File: src/rtl/ifu_fetch.sv
// ifu_fetch: one-outstanding-request instruction fetch unit.
// Optional IFU_MISALIGN_CHECK_EN traps pc[1:0] != 0 without a memory access.
module ifu_fetch #(
  parameter int CNT_W = 32
) (
  input  logic             clk,
  input  logic             rst,
  input  logic [31:0]      pc,
  output logic             pc_wen,
  input  logic             flush,
  output logic             req_valid,
  input  logic             req_ready,
  output logic [31:0]      req_addr,
  input  logic             resp_valid,
  output logic             resp_ready,
  input  logic [31:0]      resp_data,
  input  logic             resp_err,
  output logic             inst_valid,
  input  logic             inst_ready,
  output logic [31:0]      inst,
  output logic [31:0]      inst_pc,
  output logic             inst_err,
  output logic             inst_misalign,
  output logic [CNT_W-1:0] fetch_cnt
);

  typedef enum logic [1:0] {
    REQ,
    WAIT,
    HOLD
  } state_t;

  state_t state, state_nxt;

  logic [31:0]      inst_q;
  logic [31:0]      inst_pc_q;
  logic             inst_err_q;
  logic             drop_q, drop_nxt;
  logic [CNT_W-1:0] cnt_q;

  logic hs_req;
  logic cap_resp;
  logic cap_mis;
  logic mis;

`ifdef IFU_MISALIGN_CHECK_EN
  logic mis_q;
  assign mis = (pc[1:0] != 2'b00);
  assign inst_misalign = mis_q;
`else
  assign mis = 1'b0;
  assign inst_misalign = 1'b0;
`endif

  assign req_addr  = pc;
  assign inst      = inst_q;
  assign inst_pc   = inst_pc_q;
  assign inst_err  = inst_err_q;
  assign fetch_cnt = cnt_q;

  // state register
  always_ff @(posedge clk) begin
    if (rst) state <= REQ;
    else     state <= state_nxt;
  end

  // next state, handshake outputs and capture strobes
  always_comb begin
    state_nxt  = state;
    drop_nxt   = drop_q;
    req_valid  = 1'b0;
    resp_ready = 1'b0;
    inst_valid = 1'b0;
    pc_wen     = 1'b0;
    hs_req     = 1'b0;
    cap_resp   = 1'b0;
    cap_mis    = 1'b0;
    if (!rst) begin
      unique case (state)
        REQ: begin
          if (!flush && mis) begin
            cap_mis   = 1'b1;
            state_nxt = HOLD;
          end else begin
            req_valid = !flush;
            if (!flush && req_ready) begin
              hs_req    = 1'b1;
              state_nxt = WAIT;
            end
          end
        end
        WAIT: begin
          resp_ready = 1'b1;
          if (resp_valid) begin
            if (drop_q || flush) begin
              drop_nxt  = 1'b0;
              state_nxt = REQ;
            end else begin
              cap_resp  = 1'b1;
              state_nxt = HOLD;
            end
          end else if (flush) begin
            drop_nxt = 1'b1;
          end
        end
        HOLD: begin
          inst_valid = 1'b1;
          if (flush) begin
            state_nxt = REQ;
          end else if (inst_ready) begin
            pc_wen    = 1'b1;
            state_nxt = REQ;
          end
        end
        default: state_nxt = REQ;
      endcase
    end
  end

  // fetched instruction, its pc/fault, drop flag and retire counter
  always_ff @(posedge clk) begin
    if (rst) begin
      inst_q     <= '0;
      inst_pc_q  <= '0;
      inst_err_q <= 1'b0;
      drop_q     <= 1'b0;
      cnt_q      <= '0;
    end else begin
      drop_q <= drop_nxt;
      if (hs_req) inst_pc_q <= pc;
      if (cap_resp) begin
        inst_q     <= resp_data;
        inst_err_q <= resp_err;
      end
      if (cap_mis) begin
        inst_q     <= '0;
        inst_pc_q  <= pc;
        inst_err_q <= 1'b1;
      end
      if (pc_wen) cnt_q <= cnt_q + {{(CNT_W-1){1'b0}}, 1'b1};
    end
  end

`ifdef IFU_MISALIGN_CHECK_EN
  // misalign flag follows the most recent capture
  always_ff @(posedge clk) begin
    if (rst)          mis_q <= 1'b0;
    else if (cap_mis) mis_q <= 1'b1;
    else if (cap_resp) mis_q <= 1'b0;
  end
`endif

endmodule

File: config.mk
export PLATFORM = sky130hd
export DESIGN_NAME = ifu_fetch
export DESIGN_NICKNAME = d
export VERILOG_FILES = /design/src/rtl/ifu_fetch.sv
export SDC_FILE = /design/constraint.sdc
export NUM_CORES = 1
export LEC_CHECK = 0
export ABC_AREA = 1
export CAP_MARGIN = 20
export CELL_PAD_IN_SITES_DETAIL_PLACEMENT = 0
export CELL_PAD_IN_SITES_GLOBAL_PLACEMENT = 1
export CORE_MARGIN = 1.5
export CORE_UTILIZATION = 29
export CTS_CLUSTER_DIAMETER = 200
export DETAILED_ROUTE_END_ITERATION = 12
export PLACE_DENSITY_LB_ADDON = 0.05
export SLEW_MARGIN = 10
export SYNTH_ARGS = -nofsm -noshare
export SYNTH_HDL_FRONTEND = slang
export SYNTH_SLANG_ARGS = --single-unit
export TNS_END_PERCENT = 10
File: constraint.sdc
create_clock -name clk -period 2 [get_ports clk]
set_clock_uncertainty 0.15 [all_clocks]
set_input_delay 0.2 -clock clk [delete_from_list [all_inputs] [get_ports clk]]
set_output_delay 0.2 -clock clk [all_outputs]
set_load 0.02 [all_outputs]
**After elaboration in Yosys (flattened, before gate mapping)**

Cells that the tools add are included.
W data, S select, Z words.

- Memories: 0
- Word-level logic and storage cells: 46
- Bits in writable memories: 0
- Latch bits: 0
- Bits of input ports: 71
- Bits in registers: 100
- Output and inout port bits: 134
- ROM bits: 0

- Bitwise operators: 0
- Mux-type cells: 26
- Shifts and indexed selects: 0
- $mul: 0
- Eq/ne operators: 6
- Add/subtract/negate cells: 1
- $lt $le $gt $ge: 0
- Divide/modulo/power cells: 0
- Reductions and logical operators: 7

Operator list:

| operator | count |
|---|---|
| $add A32 B1 Y32 const B | 1 |
| $mux W1 | 20 |
| $mux W2 | 5 |
| $pmux W2 S3 | 1 |
| $reduce_and A3 Y1 | 2 |
| $ne A2 B2 Y1 const B | 2 |
| $ne A3 B3 Y1 const B | 1 |
| $eq A2 B1 Y1 const B | 1 |
| $eq A2 B2 Y1 const B | 1 |
| $logic_not A2 Y1 | 1 |
| $ne A2 B1 Y1 const B | 1 |
| $reduce_bool A2 Y1 | 1 |
| $logic_and A1 B1 Y1 | 1 |
| $logic_not A1 Y1 | 1 |
| $logic_or A1 B1 Y1 | 1 |

**Depth between registers and ports, before layout**

Gate-level depths: netlist (run 1).

- Depth after elaboration: 5
- Depth in mapped cells: 10
- Gate-level depth less buffers: 9

**Worst setup path before layout (run 1)**

OpenSTA, ideal clock, no wires.

- Path kind: register to register
- Start point: register cnt_q[1], in the netlist fetch_cnt[1]
- End point: register cnt_q[28], in the netlist fetch_cnt[28]
- Arrival time: 1.431 ns
- Period minus slack after synthesis: 1.697 ns
- Buffers on the path: 0
- Required time: 1.734 ns
- Path slack: 0.303 ns
- Library setup time: 0.116 ns
- Stages on the path, launching flop included: 9
- Cells stage by stage: dfxtp_1 > ha_1 > nand3_1 > inv_1 > nand2_1 > nor2_1 > nand3_1 > o21ai_0 > nor2_1

- Longest elaborated chain between the ends: 1

Ends and longest elaborated chain:

| what | line | RTL |
|---|---|---|
| start, declared | 39 | `logic [CNT_W-1:0] cnt_q;` |
| start signal, assigned | 140 | `if (pc_wen) cnt_q <= cnt_q + {{(CNT_W-1){1'b0}}, 1'b1};` |
| $add A32 B1 Y32 | 140 |  |

No other way between the ends.
A chain may end at the register's enable or synchronous reset.

**Worst setup path after layout (run 1)**

- Start point: register state[0]
- End point: output pc_wen

- Longest elaborated chain between the ends: 3

Ends and longest elaborated chain:

| what | line | RTL |
|---|---|---|
| start, declared | 33 | `state_t state, state_nxt;` |
| start signal, assigned | 64 | `else state <= state_nxt;` |
| $eq A2 B2 Y1 | 79 | `unique case (state)` |
| $mux W1 | 79 |  |
| $mux W1 | 78 | `if (!rst) begin` |
| end, declared | 9 | `output logic pc_wen,` |

No other way between the ends.

==> results of run 1 <==
-- power groups by stage --
stage | Clock [mW] | Combinational (mW) | Sequential (mW)
after floorplan | 0 | 0.225 | 2.18
after global placement | 0 | 0.608 | 2.11
after detailed placement | 0 | 0.608 | 2.12
after CTS | 1.81 | 0.610 | 2.07
after global routing | 1.89 | 0.648 | 2.08
final | 1.74 | 0.601 | 2.07
-- sequential cells by signal, indices dropped and copies added (netlist names) --
name,count
state,2
inst_err,1
fetch_cnt,32
inst,32
drop_q,1
inst_pc,32
-- cell type report --
class,instances,area [µm²],area share
clock buffer,9,225.2,0.03247
inverter,86,322.8,0.04655
multi-input combinational,393,1866,0.2690
tap,211,264.0,0.03807
timing repair buffer,223,2202,0.3175
clock inverter,5,53.80,0.007758
sequential,100,2002,0.2887
-- per-layer routing --
metal	vias to the layer above	global-route usage
li1	2333	-
met1	2044	0.2001
met2	116	0.2897
met3	13	0.06093
met4	0	0.05420
met5	-	0
-- stage by stage --
| step | total power [mW] | hold slack, ps | instances | setup slack, ps |
|---|---|---|---|---|
| after floorplan | 2.401 | 184.9 | 635 | 303.5 |
| after global placement | 2.721 | 284.0 | 1013 | -124.0 |
| after detailed placement | 2.723 | 288.3 | 1013 | -116.0 |
| after CTS | 4.487 | 264.7 | 1027 | 103.8 |
| after global routing | 4.609 | 274.0 | 1027 | 0.05995 |
| final | 4.407 | 280.0 | 1027 | 131.3 |
-- cells by family after synthesis --
kind of cell | after synthesis | share of synthesized area
XOR/XNOR | 2 | 0.003847
buffers and inverters | 142 | 0.1514
AND/OR/NAND/NOR | 266 | 0.2643
flip-flops | 100 | 0.4396
other | 1 | 0.0008234
AO/OA/AOI/OAI | 123 | 0.1374
adder cells (fa/ha/maj) | 1 | 0.002747
-- placed cells by master (no fill, tap or decap), drive strengths merged, types with 3 or more instances in the layout --
cell type      netlist  layout
a21oi               44      44
inv                 86      87
buf                 43      20
dfxtp              100     100
nor3                11      11
nand3               29      29
dlygate4sd2          0       4
nor2               132     132
clkinv               0       3
clkbuf              13       9
nand4               10      10
nand2               78      78
clkdlybuf4s50        0     199
o21ai               76      76
-- tightest hold or removal path, stage by stage --
cell             delay (ps)
clkdlybuf4s50_1         390
nor2_1                  100
nor2_1                   50
-- worst paths after layout --
path,end,depth (start not counted)
max,pc_wen,4
min,inst[13],3
max reg2reg,fetch_cnt[25],7
min reg2reg,inst_pc[0],2
==> reports/qor.txt, run 1 <==
Unrepaired setup endpoints after global routing = no
Library cells used by synthesis = 32
Yosys top cell by area = dfxtp_1
Sequential share of the synthesized area = 0.4396
CP endpoint kind = primary output
Worst Setup Start Kind = flip-flop
Number of synthesized flops with an enable pin = 0
Crit Path Class = reg2out
Asr flop ratio synth = 0
VDD IR-drop max = 382.9 µV
Fin nets = 885
Die H = 128.3 µm
Warnings from Yosys = 0
DIE AREA = 16470 µm²
Routed vias = 4506
Routed Antenna Nets = 0
Yosys reg bits = 100
Clk_lat worst skew = 340 ps
Total I/O pin count = 205
PwrDens = 635.5 nW/µm²
Register share of total power = 0.470
Fmax = 535.1 MHz
Final Core Density = 0.4545
Final setup violation count = 0
Most frequent cell after synthesis = nor2_1
Crit path DAT = 1520 ps
CTS tree = done
Top cells by area, synth = dfxtp_1 44%, nor2_1 10%, o21ai_0 8.1%, inv_1 6.7%, nand2_1 6.0%
Hold Crit Start = resp_data[13]
Switching part of the total = 0.2482
Status = complete, no violations
Min Tclk post-route = 1869 ps
Number of max-cap violations = 0
Top-area cell type share of the netlist area = 0.4396
Antenna violations before repair = 0
Clock Path Buffers = 2
Wire length per cell = 13.33 µm
Vias in the first global route = 4496
Commonest cells post-synth = 124 x nor2_1, 100 x dfxtp_1, 81 x inv_1, 74 x o21ai_0, 73 x nand2_1
Worst stage delay on the critical path = 370 ps
R2r setup slk = 270 ps
CTS clk-pin slew, worst paths = 70 ps
All-layer global routing usage = 0.1701
Gr ovfl total = 0
DP HPWL = 10.14 mm
Critical path buffers and inverters = 2
Die width = 128.3 µm
Clock share of power = 0.394
Vias per cell = 4.388
Sw power = 1.094 mW
Least-Margin Pin Slew = 588.5 ps
Reg-to-Reg Start = fetch_cnt[8]
Area Growth Syn to Fin = 52.28%
Max-slew headroom = 0.6071
Worst setup path startpoint = state[0]
CTS HTree Levels = 3
Core area = 15260 µm²
CP Cell Sequence = inv_1, nand2_1, nor2_8, dlygate4sd2_1
Design area = 6935 µm²
Layout cells sized above 1 = 0.07230
Hold Fails Final Rpt = 0
Met2 routed WL = 6.678 mm
GP Congestion = 0.8022
Post-CTS setup buffers = 0
PostCTS Resize Cnt = 4
Final period utilization = 0.9344
Detailed-routed wire length on met3 = 954 µm
Area post-placement = 6659 µm²
Worst path required time = 1650 ps
Wire length on met1 = 5.882 mm
CTS root buffer = clkbuf_16
Cell internal pwr = 3.313 mW
CP max FO = 4
Slew Viols, Final = 0
Residual DRC = 0
Drt pass-1 iters = 4
Starting DRT DRC Count = 152
Port bufs = 203
Comb power frac = 0.136
Clock Sinks = 100
Fillers = 1551
Mapped cell area = 4554 µm²
Syn nets = 707
Ant diodes = 0
Floorplan row count = 45
First-pass GRT wire length = 21.99 mm
Largest net degree at the start of global routing = 53
Hold Crit Class = in2reg
Hold Buf Count CTS = 0
Initial core utilization = 0.2985
Avg Cell Area, Syn = 7.172 µm²
Synth Flop Type = dfxtp_1
Synthesized instance count = 635
Cell family with most CP delay = buffers and inverters
WL final = 13.69 mm
Leak = 2.714 nW
Slowest stage cell on the critical path = dfxtp_1
CTS Buf Count = 9
Setup_tns = 0 ps
Top sig layer = met4
(Power assumes the default switching activity.)
==> run 2: changes to the inputs <==
- CTS_BUF_LIST: unset -> sky130_fd_sc_hd__clkbuf_8
==> reports/qor.txt, run 2 (same netlist as run 1, synthesis figures left out) <==
PwrDens = 579.9 nW/µm²
Wire length per cell = 13.30 µm
Worst stage delay on the critical path = 670 ps
Floorplan row count = 45
Hold Crit Start = resp_data[13]
Gr ovfl total = 0
First-pass GRT wire length = 21.94 mm
CTS HTree Levels = 3
Most frequent cells in the layout = 199 x clkdlybuf4s50_1, 123 x nor2_1, 100 x dfxtp_1, 80 x inv_1, 74 x o21ai_0
Routed Antenna Nets = 0
Cell family with most CP delay = buffers and inverters
Die width = 128.3 µm
Critical path buffers and inverters = 1
Area post-placement = 6659 µm²
Final setup violation count = 0
Vias per cell = 4.391
Antenna violations before repair = 0
Design area = 6837 µm²
Crit path DAT = 1500 ps
R2r setup slk = 260 ps
Fillers = 1563
Fmax = 541.4 MHz
Area Growth Syn to Fin = 50.11%
Total I/O pin count = 205
FF+latch area = 2002 µm²
Reg-to-Reg Start = fetch_cnt[8]
Clk_lat worst skew = 370 ps
Cells on worst reg2reg path = 7
Leak = 2.668 nW
Least-Margin Pin Slew = 593.1 ps
Worst path required time = 1650 ps
Hold Fails Final Rpt = 0
All-layer global routing usage = 0.1691
CTS clk-pin slew, worst paths = 100 ps
Unrepaired setup endpoints after global routing = no
Residual DRC = 0
Min Tclk post-route = 1847 ps
WL final = 13.66 mm
Starting DRT DRC Count = 157
Clock Sinks = 100
Setup_tns = 0 ps
Crit Path Class = reg2out
Worst Setup Start Kind = flip-flop
R2R Path End = fetch_cnt[25]
DIE AREA = 16470 µm²
CP endpoint kind = primary output
WHS Endpoint = inst[13]
Number of max-cap violations = 0
VDD IR-drop max = 398.8 µV
Die H = 128.3 µm
Hold Crit Class = in2reg
Initial core utilization = 0.2985
Status = complete, no violations
Core area = 15260 µm²
Slew Viols, Final = 0
Final total power = 3.964 mW
Vias in the first global route = 4496
Layout cells sized above 1 = 0.07353
CTS Buf Count = 9
Slowest stage cell on the critical path = clkdlybuf4s50_1
Final Core Density = 0.4481
Port bufs = 203
Ant diodes = 0
Fin nets = 885
CTS root buffer = clkbuf_8
DP HPWL = 10.14 mm
Commonest non-fill, non-tap cell in the layout = clkdlybuf4s50_1
GP Congestion = 0.8022
Largest net degree at the start of global routing = 53
Worst setup path startpoint = fetch_cnt[3]
Drt pass-1 iters = 6
CP max FO = 6
Max-slew headroom = 0.6040
Clock Path Buffers = 2
CTS tree = done
CP Cell Sequence = clkdlybuf4s50_1
Hold Buf Count CTS = 0
Hold depth = 3
Routed vias = 4510
Final period utilization = 0.9235
Multi-input gate area = 1868 µm²
[run 2: cell counts in the layout (fill, tap and decap cells not counted)]
No cell type changed its count.
[run 2: layer usage]
layer | up-vias | part of all wire | global-route usage
li1 | 2334 | - | -
met1 | 2038 | 0.42 | 0.1993
met2 | 127 | 0.49 | 0.2913
met3 | 11 | 0.074 | 0.05968
met4 | 0 | 0.012 | 0.04759
met5 | - | 0 | 0
[run 2: metrics by stage]
stage / cells / setup WS [ps] / hold slack, ps
finish: 1027 / 153.0 / 245.1
floorplan: 635 / 303.5 / 184.9
CTS: 1027 / 57.70 / 220.5
detailed placement: 1013 / -116.0 / 288.3
global placement: 1013 / -124.0 / 284.0
global route: 1027 / 4.790 / 230.8
[run 2: where the power goes]
part | internal, mW | total (mW) | switching (mW)
clock | 0.564 | 1.29 | 0.729
sequential | 2.04 | 2.07 | 0.0272
combinational | 0.315 | 0.601 | 0.286
[run 2: area by class of cell]
class                   count  share of cell area
clock buffers               9             0.01812
clock inverters             5            0.007870
inverters                  86             0.04722
multi-input cells         393              0.2732
flip-flops and latches    100              0.2928
well taps                 211             0.03862
repair buffers            223              0.3221
[run 2: what timing repair did]
action                     4_1_cts  5_1_grt
setup endpoints to repair        4        3
cloned                           0        0
hold endpoints to repair         0        0
gates resized for setup          4        2
buffers inserted                 0        0
[run 2: how the worst max path moves through the flow]
stage | endpoint | cells past startpoint
floorplan | fetch_cnt[28] | 8
global placement | pc_wen | 6
detailed placement | pc_wen | 5
CTS | pc_wen | 4
global route | fetch_cnt[25] | 8
finish | fetch_cnt[3] | 1
==> run 3: changes to the inputs <==
- CORE_MARGIN: 1.5 -> 3
==> reports/qor.txt, run 3 (same netlist as run 1, synthesis figures left out) <==
Reg-to-Reg Start = fetch_cnt[1]
PwrDens = 574.8 nW/µm²
Floorplan row count = 45
Comb power frac = 0.153
Post-CTS setup buffers = 0
Switching part of the total = 0.2814
Clock share of power = 0.321
GP Congestion = 0.7918
Vias in the first global route = 4567
Starting DRT DRC Count = 178
Crit Path Class = reg2out
Leak = 2.679 nW
CP endpoint kind = primary output
Total I/O pin count = 205
Final total power = 3.937 mW
Crit path DAT = 1500 ps
Routed Antenna Nets = 0
Residual DRC = 0
Drt pass-1 iters = 4
CTS HTree Levels = 3
Gr ovfl total = 0
Register share of total power = 0.526
Sw power = 1.108 mW
Fmax = 539.7 MHz
Layout cells sized above 1 = 0.07457
Hold Fails Final Rpt = 0
WL final = 14.12 mm
First-pass GRT wire length = 23.39 mm
Initial core utilization = 0.2985
Max-slew headroom = 0.6056
Final Core Density = 0.4490
Clock Path Buffers = 2
Hold depth = 3
Die H = 131.3 µm
Antenna violations before repair = 1
CP max FO = 4
Cell internal pwr = 2.829 mW
Min Tclk post-route = 1853 ps
WHS Endpoint = inst[11]
DIE AREA = 17240 µm²
Ant diodes = 0
Design area = 6850 µm²
DP HPWL = 10.61 mm
Area post-placement = 6671 µm²
Routed vias = 4483
R2r setup slk = 260 ps
CTS root buffer = clkbuf_8
Worst Setup Start Kind = flip-flop
Most frequent cells in the layout = 199 x clkdlybuf4s50_1, 123 x nor2_1, 100 x dfxtp_1, 81 x inv_1, 74 x o21ai_0
VDD IR-drop max = 330.9 µV
Area Growth Syn to Fin = 50.41%
Clock Sinks = 100
Hold Crit Class = in2reg
All-layer global routing usage = 0.1654
CTS clk-pin slew, worst paths = 110 ps
Status = complete, no violations
Die width = 131.3 µm
R2R Path End = fetch_cnt[28]
Hold Crit Start = resp_data[11]
CTS tree = done
Port bufs = 203
Clk_lat worst skew = 380 ps
Unrepaired setup endpoints after global routing = no
Final period utilization = 0.9264
Final setup violation count = 0
Fin nets = 885
Vias per cell = 4.357
Hold Buf Count CTS = 0
Worst path required time = 1650 ps
Largest net degree at the start of global routing = 56
CTS Buf Count = 9
Cells on worst reg2reg path = 8
Wire length per cell = 13.72 µm
Commonest non-fill, non-tap cell in the layout = clkdlybuf4s50_1
Least-Margin Pin Slew = 590.8 ps
Number of max-cap violations = 0
Core area = 15260 µm²
Slew Viols, Final = 0
==> run 3: changes by cell type in the layout (fill, tap and decap cells not counted), sizes merged <==
cell,delta
inv,+4
clkinv,-1
bufinv,-1
==> run 3: how the worst max path moves through the flow <==
stage                 startpoint             to  slack [ps]  depth (start not counted)
global route        fetch_cnt[8]  fetch_cnt[25]          10                          7
CTS                     state[0]         pc_wen          20                          4
detailed placement           rst         pc_wen        -100                          5
finish                  state[0]         pc_wen         150                          4
floorplan           fetch_cnt[1]  fetch_cnt[28]         300                          8
global placement             rst         pc_wen        -100                          5
==> run 3: critical path, cell delays in order, from the launching register on <==
cell	delay, ps
dfxtp_1	470
inv_1	110
nand2_2	160
nor2_8	70
dlygate4sd2_1	320
==> run 3: power by group through the flow <==
stage               Sequential (mW)  Clock (mW)  Combinational, mW
floorplan                      2.18           0              0.225
global placement               2.11           0              0.609
detailed placement             2.12           0              0.613
CTS                            2.07        1.33              0.613
global route                   2.08        1.39              0.652
finish                         2.07        1.26              0.604
==> run 3: final cells by class <==
type                       instances  area [µm²]
clock buffer                       9       123.9
inverter                          86       322.8
tap                              211       264.0
timing repair buffer             223        2215
clock inverter                     7       55.05
multi-input combinational        393        1868
fill                            1591        8408
sequential                       100        2002
==> run 3: per-layer routing <==
metal  routed length [µm]  track usage
met1                 5888       0.1858
met4                  167      0.04026
met5                   18            0
met3                 1060      0.07351
met2                 6983       0.2880
==> run 3: timing repair <==
action,4_1_cts,5_1_grt
setup endpoints to repair,4,3
cloned,0,0
gates resized for setup,4,2
pin swaps,0,0
==> run 3: per-stage QoR <==
stage / instances / hold WS, ps / TNS, ps / setup slack (ps)
floorplan: 635 / 184.9 / 0 / 303.5
global placement: 1013 / 284.2 / -143.5 / -100.4
detailed placement: 1013 / 287.0 / -180.5 / -99.40
CTS: 1029 / 204.7 / 0 / 19.12
global route: 1029 / 196.3 / 0 / 11.40
finish: 1029 / 238.0 / 0 / 147.2
